`src/rtl/dmem_port_arbiter.sv`:
```
// Two-port round-robin arbiter in front of a single-port data memory (IDLE -> ACCESS -> RESP).
// Define DMEM_ARB_FIXED_PRIO_EN to make port 0 win every tie from IDLE.
module dmem_port_arbiter #(
  parameter int ADDR_W = 32,
  parameter int DATA_W = 32
) (
  input  logic              clk,
  input  logic              reset,
  input  logic              m0_req,
  input  logic              m0_we,
  input  logic [ADDR_W-1:0] m0_addr,
  input  logic [DATA_W-1:0] m0_wdata,
  output logic              m0_ack,
  output logic [DATA_W-1:0] m0_rdata,
  input  logic              m1_req,
  input  logic              m1_we,
  input  logic [ADDR_W-1:0] m1_addr,
  input  logic [DATA_W-1:0] m1_wdata,
  output logic              m1_ack,
  output logic [DATA_W-1:0] m1_rdata,
  output logic              mem_we,
  output logic [ADDR_W-1:0] mem_addr,
  output logic [DATA_W-1:0] mem_wdata,
  input  logic [DATA_W-1:0] mem_rdata,
  output logic              grant_id,
  output logic              busy,
  output logic [1:0]        dbg_state
);

  // Handshake: a port raises req with stable we/addr/wdata and holds it until it
  // sees its ack, a one-cycle pulse during which its rdata is valid.
  typedef enum logic [1:0] {
    IDLE   = 2'd0,
    ACCESS = 2'd1,
    RESP   = 2'd2
  } state_t;

  state_t              state;
  state_t              state_nxt;
  logic                take;
  logic                take_port;
  logic                other_req;
  logic                lat_we;
  logic [ADDR_W-1:0]   lat_addr;
  logic [DATA_W-1:0]   lat_wdata;
`ifndef DMEM_ARB_FIXED_PRIO_EN
  logic                last_grant;
`endif

  always_ff @(posedge clk or posedge reset) begin
    if (reset) state <= IDLE;
    else       state <= state_nxt;
  end

  always_comb begin
    state_nxt = state;
    take      = 1'b0;
    take_port = 1'b0;
    other_req = grant_id ? m0_req : m1_req;
    case (state)
      IDLE: begin
        if (m0_req || m1_req) begin
          take      = 1'b1;
          state_nxt = ACCESS;
          if (m0_req && m1_req) begin
`ifdef DMEM_ARB_FIXED_PRIO_EN
            take_port = 1'b0;
`else
            take_port = ~last_grant;
`endif
          end else begin
            take_port = m1_req;
          end
        end
      end
      ACCESS: state_nxt = RESP;
      RESP: begin
        // The winner's req is still legally high here, so only the other port competes.
        if (other_req) begin
          take      = 1'b1;
          take_port = ~grant_id;
          state_nxt = ACCESS;
        end else begin
          state_nxt = IDLE;
        end
      end
      default: state_nxt = IDLE;
    endcase
  end

  always_comb begin
    mem_we    = (state == ACCESS) && lat_we;
    m0_ack    = (state == RESP) && !grant_id;
    m1_ack    = (state == RESP) && grant_id;
    busy      = (state != IDLE);
    dbg_state = state;
    mem_addr  = lat_addr;
    mem_wdata = lat_wdata;
  end

  always_ff @(posedge clk or posedge reset) begin
    if (reset) begin
      grant_id  <= 1'b0;
      lat_we    <= 1'b0;
      lat_addr  <= '0;
      lat_wdata <= '0;
      m0_rdata  <= '0;
      m1_rdata  <= '0;
`ifndef DMEM_ARB_FIXED_PRIO_EN
      last_grant <= 1'b1;
`endif
    end else begin
      if (take) begin
        grant_id  <= take_port;
        lat_we    <= take_port ? m1_we    : m0_we;
        lat_addr  <= take_port ? m1_addr  : m0_addr;
        lat_wdata <= take_port ? m1_wdata : m0_wdata;
      end
      if (state == ACCESS) begin
`ifndef DMEM_ARB_FIXED_PRIO_EN
        last_grant <= grant_id;
`endif
        // Captured on writes too: the winner sees the word as it was before the write.
        if (grant_id) m1_rdata <= mem_rdata;
        else          m0_rdata <= mem_rdata;
      end
    end
  end

endmodule

```
`config.mk`:
```
export PLATFORM = sky130hd
export DESIGN_NAME = dmem_port_arbiter
export DESIGN_NICKNAME = d
export VERILOG_FILES = /design/src/rtl/dmem_port_arbiter.sv
export SDC_FILE = /design/constraint.sdc
export NUM_CORES = 1
export LEC_CHECK = 0
export ABC_CLOCK_PERIOD_IN_PS = 5100
export CELL_PAD_IN_SITES_DETAIL_PLACEMENT = 0
export CELL_PAD_IN_SITES_GLOBAL_PLACEMENT = 2
export CORE_ASPECT_RATIO = 0.75
export CORE_UTILIZATION = 21
export CTS_CLUSTER_DIAMETER = 100
export DETAILED_ROUTE_END_ITERATION = 10
export PLACE_DENSITY_LB_ADDON = 0.1
export SETUP_SLACK_MARGIN = 0.3
export SYNTH_ARGS = -nofsm -noshare
export SYNTH_HDL_FRONTEND = slang
export SYNTH_SLANG_ARGS = --single-unit
```
`constraint.sdc`:
```
create_clock -name clk -period 5.1 [get_ports clk]
set_clock_uncertainty 0.2 [all_clocks]
set_input_delay 1.275 -clock clk [delete_from_list [all_inputs] [get_ports clk]]
set_output_delay 1.275 -clock clk [all_outputs]
set_load 0.02 [all_outputs]
```
==> results.yml <==
outcome:
  status: "finished, final reports clean"
power_and_ir_drop:
  power.density_nw_per_um2: 674
  power.leakage_nw: 4.10
  ir_drop_uv: 277
clock_network:
  clockBufferDepth: 2
  worst_skew_pair.late_latency_ps: 410
  root_buffer: "clkbuf_16"
  cts_tree: "done"
  cts_setup_buffers: 0
  cts_hold_buf: 0
  h-tree-depth: 4
  cts_sinks: 133
  cts-buffers-inserted: 17
  postCtsResizedCells: 0
  path_clk_slew_ps: 60
global_route:
  overflow: 0
  grt_max_degree: 90
  grt_pass1_wl_mm: 26.5
  grt_pass1_vias: 4576
  gr-usage-all-layers_pct: 13.0
  antenna_found_initial: 0
yosys:
  synth-edff-count: 0
  synthArstFlopShare_pct: 100
  synth_common_cells: "dfrtp_1 (132), nor2_1 (69), mux2i_1 (66)"
  ys_top_cells_by_area: "dfrtp_1 (60%), mux2_2 (13%), mux2i_1 (12%), a21oi_1 (5.9%), nor2_1 (4.7%)"
  yosys_most_used_dff: "dfrtp_1"
  ys_seq_area_share_pct: 60.1
  ys_types: 18
  synth_seq_cells: 133
  synth_area_sq_um: 5540
  netlist_instances: 439
  yosys_warnings: 0
  avgSynthCellArea_sq_um: 12.6
  synth_top_area_cell: "dfrtp_1"
  synth_top_area_share_pct: 59.6
  yosysMostFrequentCell: "dfrtp_1"
  synth_nets: 605
timing:
  fmax_ghz: 0.284
  setup_viol: 0
  tns_ps: 0
  drv_slew: 0
  hold_viol: 0
  rsz0062_at_grt: "false"
  relSlewSlack_pct: 42.8
  worstMarginPinSlew_ps: 858
  fin_crit_sh_pct: 69.0
  fin_hold_ws_ps: 304
  fin_crit_ps: 3520
critical_path:
  required_ps: 3620
  cp-start-kind: "flop"
  arrival_ps: 2050
  crit_fanout: 9
  cp_slowest_stage_delay_ps: 650
  worst_setup_path_end_kind: "output pin"
  critical_path.cell_chain: "nor2_1, and2_1, clkdlybuf4s50_1"
  path_class: "flop to output pin"
  crit_slowest_cell: "clkdlybuf4s50_1"
job:
  drv_cap: 0
floorplan:
  die_area_sq_um: 27000
  start_util_pct: 21.4
  die_w_um: 190
  ios: 301
  fp.dieH_um: 143
  core_sq_um: 25900
  rows: 51
route:
  drc: 0
  drt_pass1_iterations: 6
  ant_nets: 0
  num_vias: 4400
  initialDrtViolationCount: 150
  avgRoutedWirePerCell_um: 15.9
  vias_per_cell: 4.02
  finalWirelength_mm: 17.4
placement:
  gp_congestion: 0.765
  dpl.cell_count: 1062
  port_buffers: 300
  placed_area_sq_um: 8920
  hpwl_mm: 12.8
layout:
  drive_above_1_share_pct: 14.5
  syn2layout_area_growth_pct: 72.6
  fin_cells: 1094
  fin_area_sq_um: 9560
  num_antenna_cells: 0
  final_nets: 903
min_path:
  hold_class: "flop to flop"
==> worst paths after layout <==
check | startpoint | to | slack (ps) | depth (start not counted)
worst max-delay path | dbg_state[1] | mem_we | 1580 | 3
worst min-delay path | m1_rdata[21] | m1_rdata[21] | 300 | 1
worst max register to register | grant_id | mem_wdata[26] | 2880 | 4
worst min register to register | m1_rdata[21] | m1_rdata[21] | 300 | 1
max in group asynchronous | reset | last_grant | 2720 | 3
min in group asynchronous | reset | m1_rdata[4] | 1090 | 2
==> cell type report <==
type	count	area [sq um]
Tap cell	344	430
Inverter	3	15.0
Timing Repair Buffer	307	3080
Clock inverter	13	180
Fill cell	2575	16300
Sequential cell	133	3330
Multi-Input combinational cell	275	2070
Clock buffer	19	453
==> report_power, final <==
group	leakage (nW)	switching, mW	internal [mW]
sequential	1.51	0.295	1.60
combinational	2.28	1.64	1.60
clock	0.305	0.471	0.842
total	4.10	2.40	4.04
==> layout by cell type, fill, tap and decap left out, drive strengths merged <==
cell / netlist / final
or2: 1 / 1
dfstp: 1 / 1
clkinv: 0 / 6
mux2: 64 / 64
and2: 1 / 1
buf: 27 / 7
a211oi: 1 / 1
nor3: 1 / 1
bufinv: 0 / 4
nor2: 69 / 69
clkbuf: 1 / 19
inv: 3 / 2
nand2: 3 / 3
clkdlybuf4s50: 0 / 300
and3: 2 / 2
dfrtp: 132 / 132
o2111ai: 1 / 1
clkinvlp: 0 / 4
mux2i: 66 / 66
o21ai: 1 / 1
a21oi: 65 / 65
==> metrics by stage <==
stage	util, %	worst slack, ps	power (mW)
floorplan	-	1970	3.64
global placement	34.4	1650	5.17
detailed placement	34.4	1590	5.21
CTS	36.9	1520	6.59
global route	36.9	1420	6.84
finish	36.9	1580	6.44
==> kinds of logic after synthesis <==
family | share of synthesized area, %
DFF | 60.1
and+or+nand+nor | 5.51
AOI/OAI and AO/OA | 6.46
buffers and inverters | 2.96
muxes | 24.9
==> worst max-delay path: cells and delay by family, from the launching register on <==
kind	cells	cell delay, ps
buffers and inverters	1	650
DFF	1	540
and+or+nand+nor	2	450
==> per-layer routing <==
| layer | part of all wire [%] | global-route usage [%] |
|---|---|---|
| met5 | 0 | 0 |
| met4 | 1.5 | 4.84 |
| met3 | 8.5 | 5.23 |
| met2 | 49 | 21.3 |
| met1 | 41 | 15.3 |
==> registers in the layout (all words and copies together), names as in the netlist <==
register and flops:
mem_wdata 32, last_grant 1, grant_id 1, lat_we 1, m1_rdata 32, m0_rdata 32, mem_addr 32, dbg_state 2
Note: power is estimated with default switching activity, not from simulation.
==> edit: new RTL, same flow settings <==
Change the parameter `DATA_W` from 32 to 16.
--- a/src/rtl/dmem_port_arbiter.sv
+++ b/src/rtl/dmem_port_arbiter.sv
@@ -3,5 +3,5 @@
 module dmem_port_arbiter #(
   parameter int ADDR_W = 32,
-  parameter int DATA_W = 32
+  parameter int DATA_W = 16
 ) (
   input  logic              clk,
Ports: changed (6 resized); port bits go from 301 to 205. No check against the original RTL was run, so the function may have changed too.
==> edit against the unedited design <==
- area after synthesis decreased by 28%
- sequential power decreased by 36%
- clock power decreased by 45%
- power decreased by 35%
- sequential cell count decreased by 48
- routed wire length decreased by 37%
- design area decreased by 32%
- worst setup slack improved by 0.13 ns
- via count decreased by 33%
- critical endpoint is now m1_ack
==> edit: results (changes against the unedited design) <==
| Metric | Value |
|---|---|
| Sequential share of the synthesized area | `53.21% (-6.9 points)` |
| Worst VDD drop | `230.1 uV (-17%)` |
| Routability Congestion | `0.7408 (-3.2%)` |
| Setup crit end | `m1_ack` |
| Met2 wire length | `5.129 mm (-39%)` |
| Status | `complete, no violations` |
| Clock Latency Late Sink | `0.34 ns (-0.07 ns)` |
| Worst reg2reg path startpoint | `dbg_state[1]` |
| WL final | `10.97 mm (-37%)` |
| Post-DP HPWL | `7.931 mm (-38%)` |
| Synth Area in Compound Gates | `11.82% (+5.4 points)` |
| Critical Path AT | `1.91 ns (-0.14 ns)` |
| Initial DRC count | `66 (-56%)` |
| Largest net degree at the start of global routing | `57 (-37%)` |
| First-pass GRT wire length | `17.26 mm (-35%)` |
| Capturing point of the worst reg2reg path | `mem_addr[18]` |
| Post-synthesis mux area share | `21.52% (-3.4 points)` |
| Post-synthesis cell type count | `27 (+9)` |
| Cells after Synth | `303 (-31%)` |
| Initial DRT Pass Iterations | `4 (-2)` |
| PortBufs | `204 (-32%)` |
| Most frequent cells after synthesis | `dfrtp_1, nor2_1, mux2i_1` |
| GRT Total Usage | `11.60% (-1.4 points)` |
| Main area contributors after synthesis | `dfrtp_1, mux2i_1, a21oi_2` |
| Routed len/inst | `14.49 um (-8.8%)` |
| Cts bufs inserted | `9 (-8)` |
| H-tree levels | `3 (-1)` |
| Leak | `2.731 nW (-33%)` |
| WL met3 | `971 um (-34%)` |
-- edit: area by class of cell --
| type | count | area [um2] |
|---|---|---|
| Clock inverter | 7 | 97.59 |
| Sequential cell | 85 | 2128 |
| Multi-Input combinational cell | 195 | 1604 |
| Tap cell | 247 | 309.0 |
| Clock buffer | 9 | 225.2 |
| Timing Repair Buffer | 211 | 2107 |
| Inverter | 3 | 12.51 |
| Fill cell | 1877 | 12080 |
-- edit: logic make-up after synthesis --
kind of cell           after synthesis
flip-flops                          85
multiplexers                        82
AND/OR/NAND/NOR                     61
AO/OA/AOI/OAI                       52
buffers and inverters               23
-- edit: worst min-delay path by stage --
stage,start,end,depth (start not counted)
6_report,m0_rdata[3],m0_rdata[3],1
5_1_grt,m0_rdata[2],m0_rdata[2],1
4_1_cts,m0_rdata[3],m0_rdata[3],1
3_5_place_dp,m0_rdata[3],m0_rdata[3],1
3_3_place_gp,m0_rdata[15],m0_rdata[15],1
2_1_floorplan,lat_we,lat_we,2
-- edit: critical path, cell delays in order (launching register included) --
cell and delay (ns):
dfrtp_1 0.67, and3_2 0.29, clkdlybuf4s50_1 0.62
-- edit: metal layers --
metal / global-route usage (%) / vias up
met5: 0 / -
met4: 4.245 / 0
met3: 5.161 / 11
met2: 17.89 / 104
met1: 14.28 / 1389
li1: - / 1451
-- edit: through the flow --
step | setup slack (ns) | hold slack, ns | utilization [%]
4_1_cts | 1.669 | 0.2901 | 34.93
2_1_floorplan | 1.433 | 0.2786 | -
5_1_grt | 1.565 | 0.3057 | 34.93
3_5_place_dp | 1.308 | 0.2746 | 33.19
3_3_place_gp | 1.352 | 0.2674 | 33.19
6_report | 1.711 | 0.2897 | 34.93
-- edit: report_power, final --
group	total, W	leakage (nW)	internal, W	switching (W)
registers	0.00122	0.963	0.00102	0.000204
clock network	0.000719	0.152	0.000432	0.000288
logic	0.00222	1.62	0.00109	0.00114
total	0.00417	2.73	0.00254	0.00163
